**src/rtl/stereo_centroid_pair.sv**
```systemverilog
// rtl/stereo_centroid_pair.sv - per-frame x-centroid pair for cam1/cam2 feeding the stereo depth stage
//
// Accumulates sum/count of masked pixel columns per camera, snapshots them on
// frame_done, then divides both with one shared restoring divider (DIV1 = cam1,
// DIV2 = cam2) and strobes a registered (x_1, x_2) pair.
// found_out is set only when both counts reach MIN_PIXELS and x_1 > x_2.
//
// Optional build macro: CENTROID_ROUND_EN (round-half-up centroids; default floor).
//
// Ports:
//   clk_in, rst_n_in                 clock, synchronous active-low reset
//   camN_valid_in / camN_mask_in     pixel strobe / pixel belongs to marker
//   camN_x_in [X_W]                  pixel column
//   camN_frame_done_in               single-cycle end-of-frame pulse
//   x_1_out, x_2_out [X_W]           cam1 / cam2 centroids (held between strobes)
//   found_out                        pair usable (x_1_out - x_2_out >= 1)
//   pair_valid_out                   single-cycle result strobe
//   busy_out                         divider active
//   drop_out                         single-cycle pulse: unconsumed snapshot overwritten
module stereo_centroid_pair #(
  parameter int X_W        = 12,
  parameter int CNT_W      = 20,
  parameter int MIN_PIXELS = 16
) (
  input  logic           clk_in,
  input  logic           rst_n_in,
  input  logic           cam1_valid_in,
  input  logic           cam1_mask_in,
  input  logic [X_W-1:0] cam1_x_in,
  input  logic           cam1_frame_done_in,
  input  logic           cam2_valid_in,
  input  logic           cam2_mask_in,
  input  logic [X_W-1:0] cam2_x_in,
  input  logic           cam2_frame_done_in,
  output logic [X_W-1:0] x_1_out,
  output logic [X_W-1:0] x_2_out,
  output logic           found_out,
  output logic           pair_valid_out,
  output logic           busy_out,
  output logic           drop_out
);

  localparam int SUM_W  = X_W + CNT_W;
  localparam int STEP_W = $clog2(SUM_W);
  localparam logic [STEP_W-1:0] LAST_STEP = STEP_W'(SUM_W - 1);
  localparam logic [CNT_W-1:0]  CNT_MAX   = {CNT_W{1'b1}};
  localparam logic [CNT_W-1:0]  MIN_CNT   = CNT_W'(MIN_PIXELS);

  typedef enum logic [1:0] {IDLE, DIV1, DIV2, OUT} state_t;

  state_t state_q, state_d;

  // index 0 = cam1, index 1 = cam2
  logic [1:0]       hit, fd, inc;
  logic [X_W-1:0]   px [2];
  logic [SUM_W-1:0] sum_q [2], sum_nx [2], snap_sum_q [2], dvd [2];
  logic [CNT_W-1:0] cnt_q [2], cnt_nx [2], snap_cnt_q [2];
  logic [1:0]       pend_q;

  // shared divider and working copies of the pair being processed
  logic [SUM_W-1:0]  dq_q;      // dividend shifting out, quotient shifting in
  logic [CNT_W-1:0]  rem_q, dvs_q;
  logic [SUM_W-1:0]  d2_q;      // cam2 dividend, waits through DIV1
  logic [CNT_W-1:0]  c1_q, c2_q;
  logic [X_W-1:0]    q1_q;
  logic [STEP_W-1:0] step_q;

  logic [X_W-1:0] x1_q, x2_q;
  logic           found_q, pv_q, drop_q;

  logic             take, last_step, found;
  logic [CNT_W:0]   trial;
  logic             ge;
  logic [CNT_W-1:0] rem_step;
  logic [SUM_W-1:0] dq_step;

  assign hit   = {cam2_valid_in & cam2_mask_in, cam1_valid_in & cam1_mask_in};
  assign fd    = {cam2_frame_done_in, cam1_frame_done_in};
  assign px[0] = cam1_x_in;
  assign px[1] = cam2_x_in;

  always_comb begin
    for (int i = 0; i < 2; i++) begin
      // once the count saturates, the sum freezes too so the ratio stays sane
      inc[i]    = hit[i] & (cnt_q[i] != CNT_MAX);
      sum_nx[i] = sum_q[i] + (inc[i] ? SUM_W'(px[i]) : {SUM_W{1'b0}});
      cnt_nx[i] = cnt_q[i] + CNT_W'(inc[i]);
`ifdef CENTROID_ROUND_EN
      dvd[i]    = snap_sum_q[i] + SUM_W'(snap_cnt_q[i] >> 1);
`else
      dvd[i]    = snap_sum_q[i];
`endif
    end
  end

  // OUT may launch the next pair directly so back-to-back pairs lose no cycle
  assign take      = ((state_q == IDLE) || (state_q == OUT)) && (pend_q == 2'b11);
  assign last_step = (step_q == LAST_STEP);

  // one restoring-division step: remainder stays below the divisor, so CNT_W+1 bits suffice
  assign trial    = {rem_q, dq_q[SUM_W-1]};
  assign ge       = (trial >= {1'b0, dvs_q});
  assign rem_step = ge ? CNT_W'(trial - {1'b0, dvs_q}) : trial[CNT_W-1:0];
  assign dq_step  = {dq_q[SUM_W-2:0], ge};

  // cnt >= MIN_CNT also rules out the divide-by-zero quotient
  assign found = (c1_q >= MIN_CNT) && (c2_q >= MIN_CNT) && (q1_q > dq_q[X_W-1:0]);

  always_comb begin
    state_d = state_q;
    case (state_q)
      IDLE:    if (take) state_d = DIV1;
      DIV1:    if (last_step) state_d = DIV2;
      DIV2:    if (last_step) state_d = OUT;
      OUT:     state_d = take ? DIV1 : IDLE;
      default: state_d = IDLE;
    endcase
  end

  always_ff @(posedge clk_in) begin
    if (!rst_n_in) begin
      state_q <= IDLE;
      for (int i = 0; i < 2; i++) begin
        sum_q[i]      <= '0;
        cnt_q[i]      <= '0;
        snap_sum_q[i] <= '0;
        snap_cnt_q[i] <= '0;
      end
      pend_q  <= '0;
      dq_q    <= '0;
      rem_q   <= '0;
      dvs_q   <= '0;
      d2_q    <= '0;
      c1_q    <= '0;
      c2_q    <= '0;
      q1_q    <= '0;
      step_q  <= '0;
      x1_q    <= '0;
      x2_q    <= '0;
      found_q <= 1'b0;
      pv_q    <= 1'b0;
      drop_q  <= 1'b0;
    end else begin
      state_q <= state_d;
      pv_q    <= (state_q == OUT);
      // a snapshot consumed by take on this edge is not a drop
      drop_q  <= (|(fd & pend_q)) & ~take;
      pend_q  <= fd | (pend_q & ~{2{take}});

      for (int i = 0; i < 2; i++) begin
        if (fd[i]) begin
          snap_sum_q[i] <= sum_nx[i];
          snap_cnt_q[i] <= cnt_nx[i];
          sum_q[i]      <= '0;
          cnt_q[i]      <= '0;
        end else begin
          sum_q[i] <= sum_nx[i];
          cnt_q[i] <= cnt_nx[i];
        end
      end

      if (state_q == OUT) begin
        found_q <= found;
        if (found) begin
          x1_q <= q1_q;
          x2_q <= dq_q[X_W-1:0];
        end
      end

      if (take) begin
        dq_q   <= dvd[0];
        rem_q  <= '0;
        dvs_q  <= snap_cnt_q[0];
        d2_q   <= dvd[1];
        c1_q   <= snap_cnt_q[0];
        c2_q   <= snap_cnt_q[1];
        step_q <= '0;
      end else if ((state_q == DIV1) || (state_q == DIV2)) begin
        dq_q   <= dq_step;
        rem_q  <= rem_step;
        step_q <= step_q + STEP_W'(1);
        if (last_step) begin
          step_q <= '0;
          if (state_q == DIV1) begin
            q1_q  <= dq_step[X_W-1:0];
            dq_q  <= d2_q;
            rem_q <= '0;
            dvs_q <= c2_q;
          end
        end
      end
    end
  end

  assign x_1_out        = x1_q;
  assign x_2_out        = x2_q;
  assign found_out      = found_q;
  assign pair_valid_out = pv_q;
  assign busy_out       = (state_q == DIV1) || (state_q == DIV2);
  assign drop_out       = drop_q;

endmodule

```
**config.mk**
```make
export PLATFORM = sky130hd
export DESIGN_NAME = stereo_centroid_pair
export DESIGN_NICKNAME = d
export VERILOG_FILES = /design/src/rtl/stereo_centroid_pair.sv
export SDC_FILE = /design/constraint.sdc
export NUM_CORES = 1
export LEC_CHECK = 0
export ABC_AREA = 1
export CORE_MARGIN = 2
export CORE_UTILIZATION = 60
export DETAILED_ROUTE_END_ITERATION = 12
export PLACE_DENSITY = 0.87
export SYNTH_ARGS = -nofsm -noshare
export SYNTH_HDL_FRONTEND = slang
export SYNTH_SLANG_ARGS = --single-unit
```
**constraint.sdc**
```tcl
create_clock -name clk_in -period 7 [get_ports clk_in]
set_input_delay 1.4 -clock clk_in [delete_from_list [all_inputs] [get_ports clk_in]]
set_output_delay 1.4 -clock clk_in [all_outputs]
set_load 0.1 [all_outputs]
```
==> results.ini <==
[sta]
finClkSkew_ps=22.6
hold_ws_ps=467
worst_pin_slew_ps=1280
rsz0062_at_grt=no
finalSetupViolCount=0
fmaxAchievable_mhz=230
finalCritPeriodShare_pct=62.1
finalSetupTns_ps=0
period_minus_slack_ps=4350
setup_ws_ps=2650
slew_violations=0
maxSlewHeadroom_pct=14.2
hold_viol_final=0

[yosys]
yosysSeqAreaShare_pct=50.0
ys_warn_count=0
synth_cell_types=51
syn_area_um2=20000
syn_inst=2435
ys_ff_latch=396
syn_area_per_cell_um2=8.23

[layout]
final_cell_mix=nand2_1 (447), nor2_1 (350), inv_1 (311)
final_layout_size_suffix_gt1_share_pct=5.68
utilization_pct=69.0
final_nets=2658
layout_commonest_cell=nand2_1
area_growth_pct=12.7
instances_no_fill=3030
postLayoutCellArea_um2=22600
n_antenna_cell=0

[drt]
drtIter0Drc=1849
post_drt_wl_per_cell_um=15.9
vias=16800
wirelength_um=48100
drtAntennaViolNets=0
vias_per_cell=5.53
remaining_drc_errors=0
firstDrtPassIters=6

[clock_tree]
path_clk_slew_ps=60
cts_resized=0
clkLatencyLatePin_ps=540
numCtsBuffers=41
cts-htree-levels=2
cts_tree=built
clk_path_buf_depth=3
postCtsHoldBufs=0
ctsRootBufferMaster=clkbuf_16
cts_setup_buffers=0
cts_sinks=396

[floorplan]
rows=66
dieWidth_um=187
die_h_um=187
start_util_pct=61.2
coreArea_um2=32700
design.die.area_um2=34900
io_pins=60

[worst_setup_path]
critical-path-slowest-cell=nor2_1
reg2reg_setup_slack_ps=2680
cp_slowest_stage_delay_ps=1080
crit_chain=buf_2 -> buf_4 -> inv_2 -> buf_4 -> nor2_1 -> inv_1 -> a21oi_1
r2r-end=dvs_q[7]
worst_ep_arrival_time_ps=4790
rr_startpoint=state_q[0]
crit_required_ps=7440
crit_path_start_kind=primary input
critical_path_class=primary input to flip-flop
crit_fanout=85
cpMostUsedCell=buf_4
crit_path_end_kind=flip-flop
r2r_cells=10

[placement]
portBuffers=59
dp_hpwl_um=34100
gp_congestion=0.956
preCtsSetupSlack_ps=2240
dpl_cell_area_um2=21200
post-place-cells=2955

[worst_hold_path]
min_to=d2_q[0]
hold_path_class=flip-flop to flip-flop
hp-start=d2_q[0]
whs_path_depth=2

[pwr]
p_per_area_nw_per_um2=351
peakVddDrop_uv=417
total_power_mw=7.94
power.leakage_nw=9.32

[flow_run]
drv_cap=0

[outcome]
status=finished clean

[global_routing]
gr-total-overflow=0
grt_pass1_vias=16100
groute.usage.overall_pct=27.4
grt_max_degree=98
grt_pass1_wl_um=78200
antenna_found_initial=1

[synthesized netlist by cell type (all sizes together)]
| master | n | area [µm²] |
|---|---|---|
| a21boi | 2 | 15.0 |
| a21o | 4 | 30.0 |
| a21oi | 202 | 1020 |
| a221oi | 13 | 114 |
| a31oi | 20 | 125 |
| and3 | 3 | 18.8 |
| buf | 39 | 231 |
| clkbuf | 58 | 219 |
| clkinv | 3 | 11.3 |
| conb | 1 | 3.75 |
| dfxtp | 188 | 3760 |
| edfxtp | 208 | 6250 |
| fa | 3 | 60.1 |
| ha | 67 | 838 |
| inv | 319 | 1200 |
| nand2 | 463 | 1780 |
| nand3 | 98 | 510 |
| nand3b | 21 | 158 |
| nand4 | 26 | 169 |
| nor2 | 367 | 1420 |
| nor3 | 35 | 218 |
| nor3b | 1 | 7.51 |
| nor4 | 12 | 75.1 |
| o2111ai | 1 | 8.76 |
| o211ai | 4 | 43.8 |
| o21a | 1 | 7.51 |
| o21ai | 158 | 810 |
| o21bai | 1 | 7.51 |
| o22ai | 34 | 213 |
| or2 | 9 | 56.3 |
| or4 | 1 | 11.3 |
| xnor2 | 41 | 359 |
| xor2 | 32 | 280 |
[registers in the layout, summed over array words and instances, names as in the netlist, 16 cells and up]
register    cells
sum_q          64
cnt_q          40
dq_q           32
snap_sum_q     64
dvs_q          20
rem_q          20
c1_q           16
c2_q           20
snap_cnt_q     40
d2_q           32
[worst max path at each step]
stage | from | end | slack, ps | cells after the start
2_1_floorplan | rst_n_in | snap_cnt_q[1][0] | 3130 | 5
3_3_place_gp | rst_n_in | step_q[1] | 2470 | 7
3_5_place_dp | rst_n_in | rem_q[1] | 2240 | 7
4_1_cts | state_q[0] | busy_out | 2690 | 3
5_1_grt | state_q[0] | dvs_q[7] | 2330 | 10
6_report | rst_n_in | rem_q[1] | 2650 | 7
[power by group]
group	internal (mW)	switching [mW]	leakage [nW]
sequential	2.71	0.164	3.74
combinational	0.938	1.95	4.91
clock	1.26	0.918	0.671
total	4.90	3.03	9.32
[per-layer routing]
layer  global-route usage [%]  wire length (µm)  vias to the layer above
li1                         -                 -                     8179
met1                     37.1             20500                     7731
met3                     5.02              4300                      107
met5                        0                 0                        -
met2                     44.5             22000                      734
met4                     9.19              1300                        0
[critical path, delay by kind of cell]
family	cells	cell delay, ps
AOI/OAI and AO/OA	1	330
buffers and inverters	5	1950
and+or+nand+nor	1	1080
[final cells by class]
cell class,instances,area [µm²]
Clock buffer,57,1210
Clock inverter,18,146
Fill cell,2536,10100
Inverter,322,1210
Multi-Input combinational cell,1723,8770
Sequential cell,396,10000
Tap cell,442,553
Timing Repair Buffer,72,683
[kinds of logic (layout without fill, tap and decap cells)]
family | after synthesis | count (layout) | share of synthesized area [%]
fa+ha+maj | 70 | 70 | 4.49
buf+inv | 419 | 469 | 8.28
other cells | 1 | 104 | 0.0187
simple gates | 1036 | 1036 | 22.1
flops | 396 | 396 | 50.0
compound gates | 440 | 440 | 12.0
xor+xnor | 73 | 73 | 3.19
Power figures use the tool's default switching activity.
